==> src/rtl/dmem_status_responder_pkg.sv <==
// Shared MCU constants for the data-memory status responder: result-state and
// bus-handshake encodings plus the default result/scratch/status addresses.
package dmem_status_responder_pkg;

  typedef enum logic [1:0] {
    RES_RUN     = 2'b00,
    RES_PASS    = 2'b01,
    RES_FAIL    = 2'b10,
    RES_TIMEOUT = 2'b11
  } result_e;

  typedef enum logic [1:0] {
    BUS_IDLE = 2'b00,
    BUS_WAIT = 2'b01,
    BUS_ACK  = 2'b10
  } bus_state_e;

  localparam logic [31:0] DEF_PASS_ADDR    = 32'd100;
  localparam logic [31:0] DEF_PASS_DATA    = 32'd7;
  localparam logic [31:0] DEF_SCRATCH_ADDR = 32'd96;
  localparam logic [31:0] DEF_STATUS_ADDR  = 32'd104;

endpackage

==> src/rtl/dmem_status_responder_bus_wait_ctr.sv <==
// bus_wait_ctr: wait-state handshake sequencer. A request seen in IDLE
// produces a one-cycle ACK WAIT_STATES cycles later; dropping the request
// while waiting aborts back to IDLE. Also usable for dmem latency modelling.
module bus_wait_ctr
  import dmem_status_responder_pkg::*;
#(
  parameter int WAIT_STATES = 1
) (
  input  logic       clk,
  input  logic       reset,
  input  logic       req,
  output bus_state_e state,
  output logic       ack,
  output logic       ack_next
);

  // The IDLE cycle that sees the request counts as the first wait state,
  // so WAIT only holds for WAIT_STATES-1 cycles.
  localparam bit         DIRECT_ACK = (WAIT_STATES <= 1);
  localparam logic [3:0] LAST_WAIT  = (WAIT_STATES >= 2) ? 4'(WAIT_STATES - 2) : 4'd0;

  bus_state_e state_nxt;
  logic [3:0] cnt_q;
  logic [3:0] cnt_nxt;

  // State and wait counter registers.
  always_ff @(posedge clk) begin
    if (reset) begin
      state <= BUS_IDLE;
      cnt_q <= '0;
    end else begin
      state <= state_nxt;
      cnt_q <= cnt_nxt;
    end
  end

  // Next-state: IDLE -> (WAIT ->) ACK -> IDLE, abort on dropped request.
  always_comb begin
    state_nxt = state;
    cnt_nxt   = cnt_q;
    case (state)
      BUS_IDLE: begin
        if (req) begin
          if (DIRECT_ACK) begin
            state_nxt = BUS_ACK;
          end else begin
            state_nxt = BUS_WAIT;
            cnt_nxt   = '0;
          end
        end
      end
      BUS_WAIT: begin
        if (!req) begin
          state_nxt = BUS_IDLE;
        end else if (cnt_q == LAST_WAIT) begin
          state_nxt = BUS_ACK;
        end else begin
          cnt_nxt = cnt_q + 4'd1;
        end
      end
      BUS_ACK:  state_nxt = BUS_IDLE;
      default:  state_nxt = BUS_IDLE;
    endcase
  end

  assign ack      = (state == BUS_ACK);
  assign ack_next = (state_nxt == BUS_ACK);

endmodule

==> src/rtl/dmem_status_responder.sv <==
// dmem_status_responder: answers CPU loads/stores on the multi-cycle data
// port and decodes committed stores into a sticky PASS/FAIL(/TIMEOUT)
// result, visible on pins and as a status word.
// Optional feature macro: STATUS_TIMEOUT_EN (RUN-state watchdog).
module dmem_status_responder
  import dmem_status_responder_pkg::*;
#(
  parameter logic [31:0] PASS_ADDR      = DEF_PASS_ADDR,
  parameter logic [31:0] PASS_DATA      = DEF_PASS_DATA,
  parameter logic [31:0] SCRATCH_ADDR   = DEF_SCRATCH_ADDR,
  parameter logic [31:0] STATUS_ADDR    = DEF_STATUS_ADDR,
  parameter int          WAIT_STATES    = 1,
  parameter int          TIMEOUT_CYCLES = 10000
) (
  input  logic        clk,
  input  logic        reset,
  input  logic        MemWrite,
  input  logic        MemRead,
  input  logic [31:0] DataAdr,
  input  logic [31:0] WriteData,
  output logic [31:0] ReadData,
  output logic        Ready,
  output logic        pass,
  output logic        fail,
  output logic        done,
  output logic        timeout
);

  bus_state_e  bus_state;
  logic        ack;
  logic        ack_next;
  logic        req;
  logic        is_store_q;
  logic        store_now;
  logic        commit;
  logic        wdog_expire;
  result_e     res_q;
  result_e     res_nxt;
  logic [31:0] scratch_q;
  logic [15:0] wcnt_q;
  logic [31:0] rdata_q;
  logic [31:0] load_val;

  assign req = MemWrite | MemRead;

  bus_wait_ctr #(
    .WAIT_STATES (WAIT_STATES)
  ) u_wait_ctr (
    .clk      (clk),
    .reset    (reset),
    .req      (req),
    .state    (bus_state),
    .ack      (ack),
    .ack_next (ack_next)
  );

  // Access type is captured in the cycle the request is first seen in IDLE;
  // a simultaneous MemWrite/MemRead is a store.
  always_ff @(posedge clk) begin
    if (reset) begin
      is_store_q <= 1'b0;
    end else if (bus_state == BUS_IDLE) begin
      is_store_q <= MemWrite;
    end
  end

  // With one wait state the ACK follows IDLE directly, so the type is
  // still only visible on the live inputs.
  assign store_now = (bus_state == BUS_IDLE) ? MemWrite : is_store_q;
  assign commit    = ack & is_store_q;

  // Load return mux; loads never touch state.
  always_comb begin
    load_val = '0;
    if (DataAdr == STATUS_ADDR) begin
      load_val = {res_q, 14'b0, wcnt_q};
    end else if (DataAdr == SCRATCH_ADDR) begin
      load_val = scratch_q;
    end
  end

  // ReadData is registered on entry to ACK and forced to 0 otherwise.
  always_ff @(posedge clk) begin
    if (reset) begin
      rdata_q <= '0;
    end else begin
      rdata_q <= (ack_next && !store_now) ? load_val : '0;
    end
  end

  // Scratch register and saturating committed-store counter.
  always_ff @(posedge clk) begin
    if (reset) begin
      scratch_q <= '0;
      wcnt_q    <= '0;
    end else if (commit) begin
      if (DataAdr == SCRATCH_ADDR) begin
        scratch_q <= WriteData;
      end
      if (wcnt_q != 16'hFFFF) begin
        wcnt_q <= wcnt_q + 16'd1;
      end
    end
  end

`ifdef STATUS_TIMEOUT_EN
  logic [31:0] wdog_q;

  // Watchdog counts clk cycles in RUN and freezes once a result is decided.
  always_ff @(posedge clk) begin
    if (reset) begin
      wdog_q <= '0;
    end else if (res_q == RES_RUN) begin
      wdog_q <= wdog_q + 32'd1;
    end
  end

  assign wdog_expire = (res_q == RES_RUN) && ((wdog_q + 32'd1) == 32'(TIMEOUT_CYCLES));
  assign timeout     = (res_q == RES_TIMEOUT);
`else
  logic unused_timeout_cycles;
  assign unused_timeout_cycles = ^32'(TIMEOUT_CYCLES);
  assign wdog_expire           = 1'b0;
  assign timeout               = 1'b0;
`endif

  // Result register: leaves RUN only, sticky until reset.
  always_ff @(posedge clk) begin
    if (reset) begin
      res_q <= RES_RUN;
    end else begin
      res_q <= res_nxt;
    end
  end

  // Result next-state: a decisive store beats a same-cycle watchdog expiry.
  always_comb begin
    res_nxt = res_q;
    if (res_q == RES_RUN) begin
      if (commit && (DataAdr == PASS_ADDR)) begin
        res_nxt = (WriteData == PASS_DATA) ? RES_PASS : RES_FAIL;
      end else if (commit && (DataAdr != SCRATCH_ADDR)) begin
        res_nxt = RES_FAIL;
      end else if (wdog_expire) begin
        res_nxt = RES_TIMEOUT;
      end
    end
  end

  assign ReadData = rdata_q;
  assign Ready    = ack;
  assign pass     = (res_q == RES_PASS);
  assign fail     = (res_q == RES_FAIL) || (res_q == RES_TIMEOUT);
  assign done     = (res_q != RES_RUN);

endmodule
==> config.mk <==
export PLATFORM = sky130hd
export DESIGN_NAME = dmem_status_responder
export DESIGN_NICKNAME = d
export VERILOG_FILES = /design/src/rtl/dmem_status_responder_pkg.sv /design/src/rtl/dmem_status_responder_bus_wait_ctr.sv /design/src/rtl/dmem_status_responder.sv
export SDC_FILE = /design/constraint.sdc
export NUM_CORES = 1
export LEC_CHECK = 0
export BUFFER_PORTS_ARGS = -buffer_cell sky130_fd_sc_hd__buf_2
export CAP_MARGIN = 20
export CORE_ASPECT_RATIO = 0.9
export CORE_MARGIN = 2
export CORE_UTILIZATION = 44
export CTS_CLUSTER_SIZE = 24
export DETAILED_ROUTE_END_ITERATION = 6
export GPL_TIMING_DRIVEN = 0
export PLACE_DENSITY_LB_ADDON = 0.25
export SLEW_MARGIN = 0
export SYNTH_ARGS = -nofsm -noshare
export SYNTH_HDL_FRONTEND = slang
export SYNTH_HIERARCHICAL = 1
export SYNTH_SLANG_ARGS = --single-unit
==> constraint.sdc <==
create_clock -name clk -period 5.1 [get_ports clk]
set_clock_uncertainty 0.2 [all_clocks]
set_input_delay 0.51 -clock clk [delete_from_list [all_inputs] [get_ports clk]]
set_output_delay 0.51 -clock clk [all_outputs]
set_load 0.02 [all_outputs]
Word level (Yosys, flattened, before mapping)
Cells that the tools add are included.
{ "totals": {"input_bits": 68, "ff_bits": 89, "word_cells": 53} }
{ "classes": {"n_mux": 10, "reduce_logical": 16, "n_eq_ne": 12, "bitwise": 5, "n_addsub": 2} }
{ "ops": {"columns": ["cell", "count"], "rows": [
  ["$eq 32x7->1 const B", 3],
  ["$mux 32", 2],
  ["$eq 32x3->1 const B", 1],
  ["$ne 32x7->1 const B", 1],
  ["$add 16x1->16 const B", 1],
  ["$ne 16x16->1 const B", 1],
  ["$mux 2", 6],
  ["$eq 2x2->1 const B", 4],
  ["$reduce_and 2->1", 3],
  ["$add 4x1->4 const B", 1],
  ["$eq 2x1->1 const B", 2],
  ["$logic_not 2->1", 2],
  ["$logic_not 4->1", 1],
  ["$pmux 2 s2", 1],
  ["$reduce_bool 2->1", 2],
  ["$reduce_or 4->1", 1],
  ["$logic_and 1x1->1", 3],
  ["$not 1->1", 3],
  ["$reduce_and 3->1", 1],
  ["$reduce_or 2->1", 1],
  ["$and 1x1->1", 1],
  ["$logic_not 1->1", 1],
  ["$logic_or 1x1->1", 1],
  ["$mux 1", 1],
  ["$or 1x1->1", 1]
]} }

Logic depth before layout (Yosys ltp)
{ "logic_depth": {"depth_word": 8, "ltp_mapped": 9, "depth_no_buf": 7} }

Hierarchy
The synthesis kept the hierarchy.
{ "modules_own_cells": {"columns": ["module", "area_per_inst_um2", "instances", "cells_each"], "rows": [
  ["dmem_status_responder", 3729.8, 1, 374],
  ["bus_wait_ctr", 296.5, 1, 33]
]} }

Worst setup path after synthesis
Ideal clock, no wire load.
{ "synth_timing": {"path_kind": "reg2reg", "start": "register u_wait_ctr.cnt_q[0]", "end": "register rdata_q[10], in the netlist ReadData[10]", "slack_ps": 2966, "n_path_buf": 2, "setup_ps": 65, "path_stages_with_launch": 10, "arrival_time_ps": 1869, "cell_sequence": "dfxtp_1 inv_1 ha_1 or3b_4 a21oi_1 nand4b_1 or3_1 buf_2 buf_6 nor2_1"} }
{ "synth_between": {"elab_chain_cells": 8} }
{ "synth_lines": {"columns": ["element", "line_no", "text"], "rows": [
  ["start: declaration", "dmem_status_responder_bus_wait_ctr.sv:23", "logic [3:0] cnt_q;"],
  ["start signal: assignment", "dmem_status_responder_bus_wait_ctr.sv:33", "cnt_q <= cnt_nxt;"],
  ["$logic_not 4->1", "dmem_status_responder_bus_wait_ctr.sv:55", "end else if (cnt_q == LAST_WAIT) begin"],
  ["$mux 2", "dmem_status_responder_bus_wait_ctr.sv:55", null],
  ["$mux 2", "dmem_status_responder_bus_wait_ctr.sv:53", "if (!req) begin"],
  ["$pmux 2 s2", "dmem_status_responder_bus_wait_ctr.sv:41", "case (state)"],
  ["$eq 2x2->1", "dmem_status_responder_bus_wait_ctr.sv:67", "assign ack_next = (state_nxt == BUS_ACK);"],
  ["named net ack_next", "dmem_status_responder.sv:31", "logic ack_next;"],
  ["$logic_and 1x1->1", "dmem_status_responder.sv:87", "rdata_q <= (ack_next && !store_now) ? load_val : '0;"],
  ["$not 1->1 (no line)", null, null],
  ["$reduce_or 2->1 (no line)", null, null],
  ["end signal: assignment", "dmem_status_responder.sv:87", null],
  ["end: declaration", "dmem_status_responder.sv:41", "logic [31:0] rdata_q;"]
]} }
The timed path passes the listed nets, and every way through them passes these cells.
A chain may end at the register's enable or synchronous reset.

Final worst setup path
{ "layout_timing": {"start": "register u_wait_ctr.cnt_q[0]", "end": "register rdata_q[19], in the netlist ReadData[19]"} }
{ "layout_between": {"elab_chain_cells": 8} }
{ "layout_lines": {"columns": ["element", "line_no"], "rows": [
  ["$logic_not 4->1", "dmem_status_responder_bus_wait_ctr.sv:55"],
  ["$mux 2", "dmem_status_responder_bus_wait_ctr.sv:55"],
  ["$mux 2", "dmem_status_responder_bus_wait_ctr.sv:53"],
  ["$pmux 2 s2", "dmem_status_responder_bus_wait_ctr.sv:41"],
  ["$eq 2x2->1", "dmem_status_responder_bus_wait_ctr.sv:67"],
  ["named net ack_next", "dmem_status_responder.sv:31"],
  ["$logic_and 1x1->1", "dmem_status_responder.sv:87"],
  ["$not 1->1 (no line)", null],
  ["$reduce_or 4->1 (no line)", null]
]} }
The timed path passes the listed nets, and every way through them passes these cells.

==> impl_metrics.env <==
export IMPL_endpoint="ReadData[19]"
export IMPL_regToRegSetupSlack_ns=2.45
export IMPL_crit_type="register to register"
export IMPL_syn_nets=478
export IMPL_core_area_um2=9000
export IMPL_grt_ovfl_total=0
export IMPL_crit_required_ns=5.21
export IMPL_irDropWorstVdd_v=0.000170
export IMPL_drt_wl_total_um=9430
export IMPL_synth_main_ff_cell="dfxtp_1"
export IMPL_via_per_inst=5.15
export IMPL_dpl_hpwl_um=7130
export IMPL_area_delta_synth_final_pct=22.0
export IMPL_async_flop_share_pct=0
export IMPL_io_pins=105
export IMPL_antenna_left=0
export IMPL_grt_start_max_net_pins=17
export IMPL_regArea_um2=1780
export IMPL_timing_fmax_mhz=378
export IMPL_fill_cells=876
export IMPL_num_vias=3335
export IMPL_grt_pass1_vias=3182
export IMPL_clock_sinks=89
export IMPL_drt_initial_drc_count=160
export IMPL_tightest_slew_ns=0.862
export IMPL_worst_slack_ns=2.45
export IMPL_r2r_end="ReadData[19]"
export IMPL_ys_seq_area_share_pct=44.3
export IMPL_synth_cell_type_count=50
export IMPL_seq_power_share_pct=52.2
export IMPL_fin_crit_sh_pct=51.9
export IMPL_grt_first_pass_wirelength_um=15300
export IMPL_dr_pass1_iters=5
export IMPL_swShare_pct=23.7
export IMPL_final_setup_tns_ns=0
export IMPL_p_clk_share_pct=41.0
export IMPL_maxSlewViolCount=0
export IMPL_hold_viol_final=0
export IMPL_synth_edf_count=0
export IMPL_switchingPower_uw=317
export IMPL_synth_area_leaders="dfxtp_1 44%, mux2i_1 13%, nand2b_1 10%"
export IMPL_die_w_um=105
export IMPL_clk_latency_ns=0.36
export IMPL_hp_class="input port to register"
export IMPL_start_util_pct=44.7
export IMPL_multi_input_area_um2=2110
export IMPL_yosysTopAreaCellShare_pct=44.3
export IMPL_cts_resized=0
export IMPL_die_area_um2=9930
export IMPL_endpoint_kind="register"
export IMPL_grt_usage_pct=19.4
export IMPL_worstPathArrival_ns=2.76
export IMPL_cts_path_max_buffers=2
export IMPL_synth_cells=407
export IMPL_timing_rr_start="u_wait_ctr/cnt_q[0]"
export IMPL_max_cap_violations=0
export IMPL_pre_cts_ws_ns=2.41
export IMPL_synth_area_um2=4030
export IMPL_path_max_fanout=10
export IMPL_route_detailed_drc=0
export IMPL_slew_headroom_pct=42.5
export IMPL_synth_area_leader_cell="dfxtp_1"
export IMPL_rows=33
export IMPL_cts_root_buf="clkbuf_8"
export IMPL_internal_power_mw=1.02
export IMPL_numPortBuffers=102
export IMPL_combinationalPowerShare_pct=6.7
export IMPL_tritoncts="built"
export IMPL_cts_buffers=9
export IMPL_fin_crit_ns=2.65
export IMPL_yosysWarnings=6
export IMPL_final_cell_mix="105 x buf_2, 89 x dfxtp_1, 65 x nand2b_1, 52 x mux2i_1, 28 x nor2_1"
export IMPL_gp_congestion=0.854
export IMPL_path_clk_slew_ns=0.10
export IMPL_antenna_found_initial=0
export IMPL_layout_drive_gt1_share_pct=27.6
export IMPL_post_drt_wl_per_cell_um=14.6
export IMPL_rsz0062_at_grt="no"
export IMPL_cts_setup_buffers=0
export IMPL_htreeDepth=3
export IMPL_crit_start="u_wait_ctr/cnt_q[0]"
export IMPL_finalNetCount=591
export IMPL_ys_ff_latch=89
export IMPL_syn_avg_cell_area_um2=9.89
export IMPL_power_leakage_nw=1.92
export IMPL_cts_hold_buf=0
export IMPL_dieHeight_um=94.8
export IMPL_status="complete, no violations"
export IMPL_startpoint_type="register"
export IMPL_final_common_cell="buf_2"
export IMPL_antenna_cells=0
export IMPL_setup_viol=0
export IMPL_reg2reg_depth=8
export IMPL_pwr_density_cell_nw_per_um2=272
flip-flops by register name, indices dropped and copies added (netlist names):
name	cells
ReadData	32
is_store_q	1
res_q	2
scratch_q	32
u_wait_ctr/cnt_q	4
u_wait_ctr/state	2
wcnt_q	16
worst max-delay path, cell delays in order (launching register included):
cell      delay (ns)
dfxtp_1         0.35
inv_1           0.08
ha_1            0.15
or3b_4          0.39
a21oi_1         0.20
nand4b_1        0.16
nor4_2          0.54
clkbuf_1        0.36
and2_1          0.18
final cells by class:
type	instances	share of cell area (%)
clock buffer	9	2.52
sequential	89	36.3
inverter	5	0.382
timing repair buffer	102	10.4
tap	122	3.11
multi-input combinational	292	42.9
clock inverter	7	2.01
buffer	21	2.37
per-layer routing:
metal | vias to the layer above | part of all wire [%] | track usage, %
met5 | - | 0 | 0
met4 | 0 | 1.3 | 5.67
met3 | 13 | 6.2 | 4.76
met2 | 119 | 46 | 31.7
met1 | 1535 | 46 | 25.6
li1 | 1668 | - | -
per-stage QoR:
| stage | instance area (um2) | utilization, % | instances | power [mW] | hold slack, ns |
|---|---|---|---|---|---|
| final | 4910 | 54.6 | 647 | 1.34 | 0.208 |
| after global routing | 4910 | 54.6 | 647 | 1.39 | 0.207 |
| after CTS | 4910 | 54.6 | 647 | 1.35 | 0.194 |
| after detailed placement | 4690 | 52.1 | 631 | 0.804 | 0.240 |
| after global placement | 4690 | 52.1 | 631 | 0.803 | 0.239 |
| after floorplan | 4030 | - | 407 | 0.757 | 0.231 |
Yosys cell counts, types with 2 or more instances:
cell type  number
nor2_1         28
o31ai_1         6
mux2i_1        52
nand4_2         2
buf_1           2
buf_2           3
a21oi_1        16
nand2b_1       65
or3_1           4
or2_2           2
nand2_1         6
clkbuf_1       11
nor4b_1         6
xor2_1          3
inv_1           5
ha_1            3
or4_1           7
nor2b_1         4
nor4_1          9
nor3b_1         2
nor3_1          6
nand4b_1        2
and2_1         16
dfxtp_1        89
mux2_2          2
and4_1          2
o21ai_0         8
buf_6           4
nand4_1         7
nor4_2          7
nand3_1         9
cells by family (layout without fill, tap and decap cells):
family	Yosys count	after routing	synth area share [%]
compound gates	36	36	5.84
mux	54	54	13.5
xor+xnor	3	3	0.653
fa+ha+maj	3	3	0.932
simple gates	195	195	31.4
other cells	1	1	0.0931
buf+inv	26	144	3.36
flops	89	89	44.3
power by group through the flow:
stage               clock network [mW]  registers (mW)  logic, mW
floorplan                            0           0.714     0.0434
global placement                     0           0.715     0.0888
detailed placement                   0           0.715     0.0896
CTS                              0.561           0.698     0.0902
global route                     0.593           0.699     0.0982
finish                           0.548           0.698     0.0902
how the worst min path moves through the flow:
stage | start | to | slack, ns | depth (start not counted)
after floorplan | scratch_q[16] | ReadData[16] | 0.23 | 1
after global placement | scratch_q[20] | ReadData[20] | 0.24 | 1
after detailed placement | scratch_q[17] | ReadData[17] | 0.24 | 1
after CTS | WriteData[16] | scratch_q[16] | 0.19 | 3
after global routing | WriteData[18] | scratch_q[18] | 0.21 | 3
final | WriteData[16] | scratch_q[16] | 0.21 | 3
(Power assumes the default switching activity.)
